===== config.mk =====
export PLATFORM = sky130hd
export DESIGN_NAME = seg_scan
export DESIGN_NICKNAME = d
export VERILOG_FILES = /design/src/rtl/seg_scan.sv
export SDC_FILE = /design/constraint.sdc
export NUM_CORES = 1
export LEC_CHECK = 0
export ABC_AREA = 1
export ABC_CLOCK_PERIOD_IN_PS = 3800
export BUFFER_PORTS_ARGS = -buffer_cell sky130_fd_sc_hd__buf_2
export CAP_MARGIN = 20
export CELL_PAD_IN_SITES_DETAIL_PLACEMENT = 2
export CELL_PAD_IN_SITES_GLOBAL_PLACEMENT = 2
export CORE_MARGIN = 10
export CORE_UTILIZATION = 37
export DETAILED_ROUTE_END_ITERATION = 10
export GPL_ROUTABILITY_DRIVEN = 0
export PLACE_DENSITY = 0.92
export SYNTH_ARGS = -nofsm -noshare
export SYNTH_HDL_FRONTEND = slang
export SYNTH_SLANG_ARGS = --single-unit

===== constraint.sdc =====
create_clock -name clk -period 3.8 [get_ports clk]
set_clock_uncertainty 0.15 [all_clocks]
set_input_delay 0.19 -clock clk [delete_from_list [all_inputs] [get_ports clk]]
set_output_delay 0.19 -clock clk [all_outputs]
set_load 0.01 [all_outputs]

===== src/rtl/seg_scan.sv =====
// Multiplexed 4-digit common-anode 7-segment driver with per-frame input latching
// and an anode-off guard at the start of every digit slot.
module seg_scan #(
    parameter int unsigned REFRESH_DIV  = 16384,
    parameter int unsigned BLANK_CYCLES = 64
) (
    input  logic        clk,
    input  logic        rst,
    input  logic        en,
    input  logic [15:0] digits,
    input  logic [3:0]  dp,
    output logic [6:0]  seg_n,
    output logic        dp_n,
    output logic [3:0]  an_n,
    output logic        frame_start
);

    localparam int unsigned CW = (REFRESH_DIV > 1) ? $clog2(REFRESH_DIV) : 1;
    localparam logic [CW-1:0] DIV_MAX = CW'(REFRESH_DIV - 1);

    logic [CW-1:0] r_div_cnt;
    logic [1:0]    r_idx;
    logic [15:0]   r_shadow_dig;
    logic [3:0]    r_shadow_dp;

    logic          w_latch;
    logic          w_div_wrap;
    logic          w_blank;
    logic [15:0]   w_src_dig;
    logic [3:0]    w_src_dp;
    logic [3:0]    w_nib;
    logic          w_dp_bit;

    function automatic logic [6:0] f_decode(input logic [3:0] v);
        case (v)
            4'h0: f_decode = 7'b1000000;
            4'h1: f_decode = 7'b1111001;
            4'h2: f_decode = 7'b0100100;
            4'h3: f_decode = 7'b0110000;
            4'h4: f_decode = 7'b0011001;
            4'h5: f_decode = 7'b0010010;
            4'h6: f_decode = 7'b0000010;
            4'h7: f_decode = 7'b1111000;
            4'h8: f_decode = 7'b0000000;
            4'h9: f_decode = 7'b0010000;
            4'hA: f_decode = 7'b0001000;
            4'hB: f_decode = 7'b0000011;
            4'hC: f_decode = 7'b1000110;
            4'hD: f_decode = 7'b0100001;
            4'hE: f_decode = 7'b0000110;
            default: f_decode = 7'b0001110;
        endcase
    endfunction

    always_comb begin
        w_latch    = en && (r_idx == 2'd0) && (r_div_cnt == '0);
        w_div_wrap = (r_div_cnt == DIV_MAX);
        w_blank    = 32'(r_div_cnt) < BLANK_CYCLES;
        // On the latch edge the fresh inputs feed the pattern so the guard
        // cycles already carry the new frame's digit 0 rather than stale data.
        w_src_dig  = w_latch ? digits : r_shadow_dig;
        w_src_dp   = w_latch ? dp : r_shadow_dp;
        w_nib      = w_src_dig[3:0];
        w_dp_bit   = w_src_dp[0];
        case (r_idx)
            2'd1: begin w_nib = w_src_dig[7:4];   w_dp_bit = w_src_dp[1]; end
            2'd2: begin w_nib = w_src_dig[11:8];  w_dp_bit = w_src_dp[2]; end
            2'd3: begin w_nib = w_src_dig[15:12]; w_dp_bit = w_src_dp[3]; end
            default: ;
        endcase
    end

    always_ff @(posedge clk or negedge rst) begin
        if (!rst) begin
            r_div_cnt    <= '0;
            r_idx        <= '0;
            r_shadow_dig <= '0;
            r_shadow_dp  <= '0;
            seg_n        <= '1;
            dp_n         <= 1'b1;
            an_n         <= '1;
            frame_start  <= 1'b0;
        end else begin
            frame_start <= w_latch;
            if (w_latch) begin
                r_shadow_dig <= digits;
                r_shadow_dp  <= dp;
            end

            if (!en) begin
                r_div_cnt <= '0;
                r_idx     <= '0;
            end else if (w_div_wrap) begin
                r_div_cnt <= '0;
                r_idx     <= r_idx + 2'd1;
            end else begin
                r_div_cnt <= r_div_cnt + 1'b1;
            end

            if (!en) begin
                seg_n <= '1;
                dp_n  <= 1'b1;
                an_n  <= '1;
            end else begin
                seg_n <= f_decode(w_nib);
                dp_n  <= ~w_dp_bit;
                an_n  <= w_blank ? 4'b1111 : ~(4'b0001 << r_idx);
            end
        end
    end

endmodule

==> reports/qor.yml, run 1 <==
outcome:
  status: "finished clean"
sta:
  fin_crit_ns: 3.43
  final.setup.tns_ns: 0
  period_share: 0.903
  rsz0062_at_grt: "no"
  maxSlewHeadroom: 0.608
  fmax_ghz: 0.291
  worstMarginPinSlew_ns: 0.589
  setup_viol: 0
  hold_viol: 0
  final_max_slew_viol_count: 0
final_layout:
  regArea_mm2: 0.00124
  layout-drive-gt1-share: 0.227
  area_delta_synth_final_pct: 19.5
  multi_input_area_mm2: 0.00119
  diodes: 0
  nets: 392
  nFillCells: 765
clocking:
  cts_buffers: 5
  cts_sinks: 49
  hold_buffers: 13
  path_clk_slew_ns: 0.10
  h-tree-depth: 2
  cts-root-buf: "clkbuf_8"
  postCtsSetupRepairBufs: 0
  clk_path_buf_depth: 2
  worstSkewPairLatency_ns: 0.31
  post_cts_resized: 0
  cts_tree: "yes"
worst_setup_path:
  r2r-start: "r_idx[0]"
  crit_family: "simple AND/OR/NAND/NOR gates"
  crit_chain: "inv_1, ha_1, nand2_1, inv_1, nand2_1, nor2_4, nand2_4, inv_4, nor2_1, o21ai_0, o21ai_1, inv_1, ha_1, nand3_1, nor2_2, nor2_2, nand2_1"
  cp_num_buf_inv: 4
  endpoint_kind: "flop"
  path_class: "reg2reg"
  required_ns: 3.90
  critPathLaunchType: "flop"
  crit_arrival_ns: 3.53
  startpoint: "r_idx[0]"
  crit_fanout: 24
  slowest_stage: "dfrtp_1"
  slowest_delay_ns: 0.41
die:
  initial_core_util: 0.382
  placementRows: 30
  dieArea_mm2: 0.0108
  coreArea_mm2: 0.00679
  die_w_um: 104
  die_y_um: 104
  ios: 36
logic_synthesis:
  synth_cell_types: 33
  synth-simple-area-share: 0.331
  synth_top_family_by_area: "simple AND/OR/NAND/NOR gates"
  synth-async-reset-ratio: 1.00
  synth_xor_area_frac: 0.0169
  synth_fa_ha_area_frac: 0.0627
  synthTopCellsByArea: "dfrtp_1 36%, nand2_1 12%, dfstp_2 12%, ha_1 6.3%, nand3_1 5.6%"
  synth_seq_area_share: 0.478
  synth_ff_type: "dfrtp_1"
  synth_area_per_cell_um2: 8.51
  syn_nets: 341
  yosysMostFrequentCell: "nand2_1"
  ys_warn_count: 0
  synthMuxAreaShare: 0
  synth_cells: 305
  synthTopCellsByCount: "86 x nand2_1, 37 x dfrtp_1, 31 x nor2_1"
  netlist.area_leader.share: 0.357
  synth_edf_count: 0
  synth_top_area_cell: "dfrtp_1"
  synth-seq-cells: 49
  synthesis.area_mm2: 0.00259
  synth_compound_area_frac: 0.0492
detailed_routing:
  drt_iter0_drc: 47
  first_pass_iters: 4
  postRouteAntennaNets: 0
  post_drt_via_cell_ratio: 5.02
  wirelength_um: 9030
  vias: 2276
  wl_per_cell_um: 19.9
  drc: 0
placed_design:
  hpwlAfterDp_um: 5680
  portBuffers: 35
hold_path:
  holdCritPathClass: "in2reg"
  min_from: "digits[0]"
power:
  ir_worst_vdd_mv: 0.147
  total_power_w: 0.00171
  p_leak_nw: 1.53
  power_density_mw_per_mm2: 553
global_route:
  grt_use_total: 0.171
  grt_max_degree: 26
  grt_antenna_before_repair: 0
  gr-total-overflow: 0
  first_global_vias: 2716
  grt_pass1_wl_um: 15000
flow_run:
  drv_cap: 0
cell usage in the layout (no fill, tap or decap), drive strengths merged:
cell type / n
dfstp: 12
nand3: 29
dfrtp: 37
nor3: 3
dlygate4sd3: 13
a21oi: 4
nand2: 99
xor2: 3
o211ai: 2
a31oi: 1
clkbuf: 6
nand4: 3
o21a: 2
ha: 13
nor2: 38
buf: 36
bufinv: 1
and2: 6
inv: 29
clkinvlp: 1
nor3b: 3
nand3b: 4
clkinv: 1
xnor2: 2
o21bai: 1
o21ai: 8
per-stage QoR:
step                      cell area, µm²  utilization  hold slack (ns)  worst slack (ns)  std cells
after global routing                3100        0.457           0.0235            0.0318        453
after detailed placement            2850        0.420           0.0684             0.689        432
after global placement              2850        0.420           0.0573             0.863        432
after CTS                           3100        0.457          0.00667             0.479        453
final                               3100        0.457           0.0187             0.367        453
after floorplan                     2590            -           -0.256              1.31        305
routing by layer:
layer,track usage,vias to the layer above,part of all wire
li1,-,1061,-
met1,0.185,1171,0.39
met2,0.329,34,0.56
met3,0.0279,10,0.026
met4,0.0487,0,0.017
met5,0,-,0
path summary, 6_finish.rpt:
kind,endpoint,slack [ns],depth (start not counted)
max in group asynchronous,seg_n[1],2.41,3
hold reg to reg,r_shadow_dp[0],0.36,2
hold / removal,r_shadow_dig[0],0.02,3
min in group asynchronous,r_div_cnt[4],0.26,2
setup / recovery,seg_n[5],0.37,17
setup reg to reg,seg_n[5],0.37,17
final cells by class:
type / count / share of cell area
repair buffers: 49 / 0.101
clock inverters: 2 / 0.0121
flip-flops and latches: 49 / 0.400
well taps: 96 / 0.0387
clock buffers: 6 / 0.0266
multi-input cells: 221 / 0.384
inverters: 30 / 0.0371
report_power, final:
| part | internal [W] | switching [W] | total (W) |
|---|---|---|---|
| clock | 0.000214 | 0.000191 | 0.000405 |
| combinational | 0.000201 | 0.000407 | 0.000608 |
| sequential | 0.000652 | 0.0000497 | 0.000702 |
cell families after synthesis:
family,Yosys count
and+or+nand+nor,185
DFF,49
buffers and inverters,35
AOI/OAI and AO/OA,18
adders and majority gates,13
xor gates and xnor gates,5
sequential cells by signal, summed over array words and instances, names as in the netlist:
signal,count
frame_start,1
r_idx,2
r_shadow_dp,4
r_shadow_dig,16
dp_n,1
an_n,4
r_div_cnt,14
seg_n,7
worst min-delay path, stage by stage:
cell and delay [ns]:
buf_2 0.08, nor2_1 0.05, nor2_1 0.12
Power figures use the tool's default switching activity.
==> run 2: changes to the inputs <==
--- a/config.mk
+++ b/config.mk
@@ -5,17 +5,17 @@
 export SDC_FILE = /design/constraint.sdc
 export NUM_CORES = 1
 export LEC_CHECK = 0
-export ABC_AREA = 1
 export ABC_CLOCK_PERIOD_IN_PS = 3800
 export BUFFER_PORTS_ARGS = -buffer_cell sky130_fd_sc_hd__buf_2
 export CAP_MARGIN = 20
 export CELL_PAD_IN_SITES_DETAIL_PLACEMENT = 2
 export CELL_PAD_IN_SITES_GLOBAL_PLACEMENT = 2
 export CORE_MARGIN = 10
-export CORE_UTILIZATION = 37
+export CORE_UTILIZATION = 40
 export DETAILED_ROUTE_END_ITERATION = 10
 export GPL_ROUTABILITY_DRIVEN = 0
 export PLACE_DENSITY = 0.92
 export SYNTH_ARGS = -nofsm -noshare
 export SYNTH_HDL_FRONTEND = slang
 export SYNTH_SLANG_ARGS = --single-unit
+export TNS_END_PERCENT = 10
==> reports/qor.yml, run 2 <==
outcome:
  status: "finished clean"
final_layout:
  area_delta_synth_final_pct: 23.3
  reg_top3: "r_shadow_dig: 16 flops, r_div_cnt: 14 flops, seg_n: 7 flops"
  nets: 297
  largest_register_ffs: 16
  diodes: 0
  layout-drive-gt1-share: 0.294
  layout_common_cells: "37 x dfrtp_1, 35 x buf_2, 25 x nand2_1"
  largest_register: "r_shadow_dig"
  final_common_cell: "dfrtp_1"
die:
  die_y_um: 97.3
  dieArea_mm2: 0.00947
  placementRows: 28
  initial_core_util: 0.409
  ios: 36
  coreArea_mm2: 0.00585
  die_w_um: 97.3
global_route:
  grt_pass1_wl_um: 12200
  grt_use_total: 0.165
  first_global_vias: 2097
  gr-total-overflow: 0
  grt_antenna_before_repair: 0
  grt_max_degree: 50
sta:
  maxSlewHeadroom: 0.461
  final.setup.tns_ns: 0
  setup_viol: 0
  fmax_ghz: 0.279
  fin_ws_ns: 0.210
  hold_viol: 0
  worstMarginPinSlew_ns: 0.786
  period_share: 0.945
  final_max_slew_viol_count: 0
  timing.hold.ws_ns: 0.00946
  fin_crit_ns: 3.59
  rsz0062_at_grt: "no"
logic_synthesis:
  synth-seq-cells: 49
  netlist.area_leader.share: 0.387
  synth_top_family_by_area: "simple AND/OR/NAND/NOR gates"
  synth_cell_types: 35
  synth-async-reset-ratio: 1.00
  synth_edf_count: 0
  synth_compound_area_frac: 0.0534
  synth_ff_type: "dfrtp_1"
  synth_top_area_cell: "dfrtp_1"
  synth_fa_ha_area_frac: 0.0680
  synthesis.area_mm2: 0.00239
  synth-simple-area-share: 0.137
  synthMuxAreaShare: 0.130
  ys_warn_count: 0
  yosysMostFrequentCell: "dfrtp_1"
  synthTopCellsByArea: "dfrtp_1 39%, dfstp_2 13%, ha_1 6.8%, mux2_2 5.7%, mux2i_1 5.0%"
  synthTopCellsByCount: "37 x dfrtp_1, 25 x nand2_1, 19 x nor2_1"
  synth_area_per_cell_um2: 11.7
  synth_cells: 204
  synth_seq_area_share: 0.519
  syn_nets: 240
  synth_xor_area_frac: 0.0476
hold_path:
  holdCritPathClass: "in2reg"
detailed_routing:
  vias: 1760
  first_pass_iters: 4
  wl_per_cell_um: 23.2
  drc: 0
  wirelength_um: 7810
  drt_iter0_drc: 68
  postRouteAntennaNets: 0
  post_drt_via_cell_ratio: 5.22
worst_setup_path:
  crit_fanout: 20
  r2r_cells: 12
  path_class: "reg2reg"
  rrSetupSlack_ns: 0.21
  r2r-start: "r_div_cnt[0]"
  required_ns: 3.88
  crit_arrival_ns: 3.67
  endpoint_kind: "flop"
  rr_endpoint: "seg_n[3]"
  critPathLaunchType: "flop"
  cp-endpoint: "seg_n[3]"
  startpoint: "r_div_cnt[0]"
clocking:
  clk_path_buf_depth: 2
  hold_buffers: 15
  worstSkewPairLatency_ns: 0.31
  path_clk_slew_ns: 0.10
  cts_tree: "yes"
  h-tree-depth: 2
  postCtsSetupRepairBufs: 0
  cts-root-buf: "clkbuf_8"
  post_cts_resized: 0
  cts_buffers: 5
  cts_sinks: 49
power:
  p_leak_nw: 1.40
  ir_worst_vdd_mv: 0.190
  total_power_w: 0.00145
  power_density_mw_per_mm2: 491
placed_design:
  portBuffers: 35
  pre_cts_slack_ns: 0.358
  hpwlAfterDp_um: 4720
flow_run:
  drv_cap: 0
==> run 2: cell count changes after synthesis, sizes merged, moves of 6 or more <==
| cell | before | now |
|---|---|---|
| o21ai | 8 | 2 |
| mux2i | 0 | 12 |
| mux2 | 0 | 16 |
| nor2 | 38 | 19 |
| xor2 | 3 | 9 |
| nand3 | 29 | 6 |
| nand2 | 99 | 25 |
| inv | 29 | 16 |
==> run 2: per-layer routing <==
metal / up-vias / global-route usage / wire [µm]
li1: 804 / - / -
met1: 900 / 0.176 / 3210
met2: 47 / 0.312 / 4180
met3: 9 / 0.0384 / 307
met4: 0 / 0.0470 / 106
met5: - / 0 / 0
==> run 2: layout make-up <==
type                    count  area (µm²)
clock buffers               5        68.8
inverters                  17        63.8
repair buffers             54         370
clock inverters             3        68.8
fillers                   593        2900
multi-input cells         134        1040
flip-flops and latches     49        1240
well taps                  75        93.8
==> run 2: metrics by stage <==
stage | utilization | area [µm²] | std cells
2_1_floorplan | - | 2390 | 204
3_3_place_gp | 0.450 | 2630 | 312
3_5_place_dp | 0.450 | 2630 | 312
4_1_cts | 0.499 | 2920 | 335
5_1_grt | 0.504 | 2950 | 337
6_report | 0.504 | 2950 | 337
==> run 2: logic make-up (layout without fill, tap and decap cells) <==
| logic type | count (synthesis) | in the layout |
|---|---|---|
| adders and majority gates | 13 | 13 |
| buffers and inverters | 21 | 79 |
| DFF | 49 | 49 |
| and+or+nand+nor | 64 | 64 |
| xor gates and xnor gates | 13 | 13 |
| muxes | 28 | 28 |
| AOI/OAI and AO/OA | 16 | 16 |
==> run 2: power by group <==
group,internal [W],switching (W)
logic,0.000143,0.000203
registers,0.000612,0.0000335
clock network,0.000265,0.000192
==> run 2: critical path, cell delays in order, from the launching register on <==
cell and delay [ns]:
dfrtp_1 0.42, inv_1 0.14, ha_1 0.18, nor3b_1 0.34, nand4_2 0.16, buf_4 0.25, mux2_2 0.32, a222oi_1 0.39
a21oi_1 0.25, inv_1 0.19, ha_1 0.27, mux2_2 0.26, a22oi_1 0.18
==> run 2: how the worst min path moves through the flow <==
stage                           from          endpoint  slack, ns  cells past startpoint
after detailed placement       dp[1]    r_shadow_dp[1]       0.30                      3
after CTS                 digits[11]  r_shadow_dig[11]      0.001                      2
after floorplan                  rst       frame_start      -0.26                      0
after global routing              en              dp_n      0.005                      2
final                             en              dp_n      0.009                      2
after global placement         dp[2]    r_shadow_dp[2]       0.27                      3
==> run 3: changes to the inputs <==
--- a/config.mk
+++ b/config.mk
@@ -10,6 +10,7 @@
 export CAP_MARGIN = 20
 export CELL_PAD_IN_SITES_DETAIL_PLACEMENT = 2
 export CELL_PAD_IN_SITES_GLOBAL_PLACEMENT = 2
+export CORE_ASPECT_RATIO = 1.4
 export CORE_MARGIN = 10
 export CORE_UTILIZATION = 40
 export DETAILED_ROUTE_END_ITERATION = 10
==> reports/qor.yml, run 3 (synthesis results as in run 2) <==
hold_path:
  hold_end: "r_shadow_dig[1]"
  holdCritPathClass: "in2reg"
  min_from: "digits[1]"
  holdPathStages: 3
final_layout:
  multi_input_area_mm2: 0.00104
  layout_common_cells: "37 x dfrtp_1, 35 x buf_2, 25 x nand2_1"
  stdcell_area_mm2: 0.00283
  largest_register_ffs: 16
  layout-drive-gt1-share: 0.299
  final_common_cell: "dfrtp_1"
  nets: 289
  regArea_mm2: 0.00124
  final-instance-count-excl-fill: 324
  reg_top3: "r_shadow_dig: 16 flops, r_div_cnt: 14 flops, seg_n: 7 flops"
  largest_register: "r_shadow_dig"
  diodes: 0
  area_delta_synth_final_pct: 18.5
  nFillCells: 588
detailed_routing:
  drt_iter0_drc: 71
  vias: 1733
  postRouteAntennaNets: 0
  wl_per_cell_um: 22.9
  wl_met2_um: 4330
  met3_wirelength_um: 256
  wirelength_um: 7420
  met1_length_um: 2660
  post_drt_via_cell_ratio: 5.35
  drc: 0
  first_pass_iters: 4
  top_layer: "met4"
sta:
  fin_ws_ns: 0.284
  fin_crit_ns: 3.52
  maxSlewHeadroom: 0.422
  worstMarginPinSlew_ns: 0.843
  timing.hold.ws_ns: -0.00312
  hold_viol: 1
  period_share: 0.925
  fmax_ghz: 0.284
  rsz0062_at_grt: "no"
  setup_viol: 0
  final_max_slew_viol_count: 0
  final.setup.tns_ns: 0
worst_setup_path:
  required_ns: 3.88
  r2r-start: "r_idx[0]"
  rrSetupSlack_ns: 0.28
  crit_fanout: 20
  slowest_stage: "dfrtp_1"
  critPathLaunchType: "flop"
  slowest_delay_ns: 0.40
  crit_chain: "inv_1, ha_1, and4bb_2, nand4_2, buf_6, mux2_2, a222oi_1, a21oi_1, inv_1, ha_1, mux2_2, a22oi_1"
  crit_family: "compound AO/OA/AOI/OAI gates"
  endpoint_kind: "flop"
  crit_arrival_ns: 3.59
  path_class: "reg2reg"
  rr_endpoint: "seg_n[3]"
  cp_num_buf_inv: 3
  r2r_cells: 12
clocking:
  path_clk_slew_ns: 0.10
  cts_tree: "yes"
  cts_sinks: 49
  h-tree-depth: 2
  postCtsSetupRepairBufs: 0
  cts_buffers: 5
  cts-root-buf: "clkbuf_8"
  worstSkewPairLatency_ns: 0.31
  clk_path_buf_depth: 2
global_route:
  first_global_vias: 2045
  grt_max_degree: 50
  grt_use_total: 0.157
  grt_pass1_wl_um: 11800
  grt_antenna_before_repair: 0
  gr-total-overflow: 0
die:
  dieArea_mm2: 0.00951
  placementRows: 33
  coreArea_mm2: 0.00582
  die_y_um: 111
  ios: 36
  initial_core_util: 0.411
  die_w_um: 85.3
outcome:
  status: "finished with violations"
  failed_checks: "hold timing"
flow_run:
  drv_cap: 0
placed_design:
  hpwlAfterDp_um: 5440
  pre_cts_slack_ns: 0.273
  dp_cells: 307
  dpl_cell_area_mm2: 0.00263
  portBuffers: 35
power:
  p_leak_nw: 1.35
  ir_worst_vdd_mv: 0.170
  total_power_w: 0.00135
  power_density_mw_per_mm2: 478
[run 3: worst max path at each step]
stage | depth (start not counted) | slack, ns | end | startpoint
6_report | 12 | 0.28 | seg_n[3] | r_idx[0]
5_1_grt | 11 | 0.06 | seg_n[3] | r_idx[0]
4_1_cts | 12 | 0.23 | seg_n[3] | r_idx[0]
3_5_place_dp | 12 | 0.27 | seg_n[3] | r_idx[0]
3_3_place_gp | 12 | 0.58 | seg_n[3] | r_idx[0]
2_1_floorplan | 13 | 0.78 | seg_n[3] | r_idx[0]
[run 3: area by class of cell]
type / count / share of cell area
clock buffer: 5 / 0.0243
inverter: 17 / 0.0225
multi-input combinational: 134 / 0.368
sequential: 49 / 0.438
timing repair buffer: 46 / 0.100
clock inverter: 3 / 0.0163
tap: 70 / 0.0309
[run 3: per-stage QoR]
step / hold WS, ns / util
5_1_grt: 0.00116 / 0.487
3_3_place_gp: 0.174 / 0.451
2_1_floorplan: -0.256 / -
4_1_cts: 0.000969 / 0.484
3_5_place_dp: 0.193 / 0.451
6_report: -0.00312 / 0.487
[run 3: power by group]
part | leakage, nW | internal, W | switching (W) | total [W]
clock | 0.0543 | 0.000197 | 0.000188 | 0.000385
sequential | 0.598 | 0.000611 | 0.0000295 | 0.000641
combinational | 0.695 | 0.000136 | 0.000192 | 0.000328
total | 1.35 | 0.000945 | 0.000410 | 0.00135
[run 3: layer usage]
metal	GRT usage	up-vias
met2	0.307	32
met5	0	-
li1	-	790
met3	0.0277	14
met1	0.157	897
met4	0.0584	0
[run 3: what timing repair did]
item	4_1_cts	5_1_grt
endpoints found under the hold margin	44	1
gates resized for setup	0	1
hold buffers	8	1
setup endpoints to repair	0	1
[run 3: tightest hold or removal path: stages]
cell and delay [ns]:
buf_2 0.08, mux2i_1 0.08, inv_1 0.07
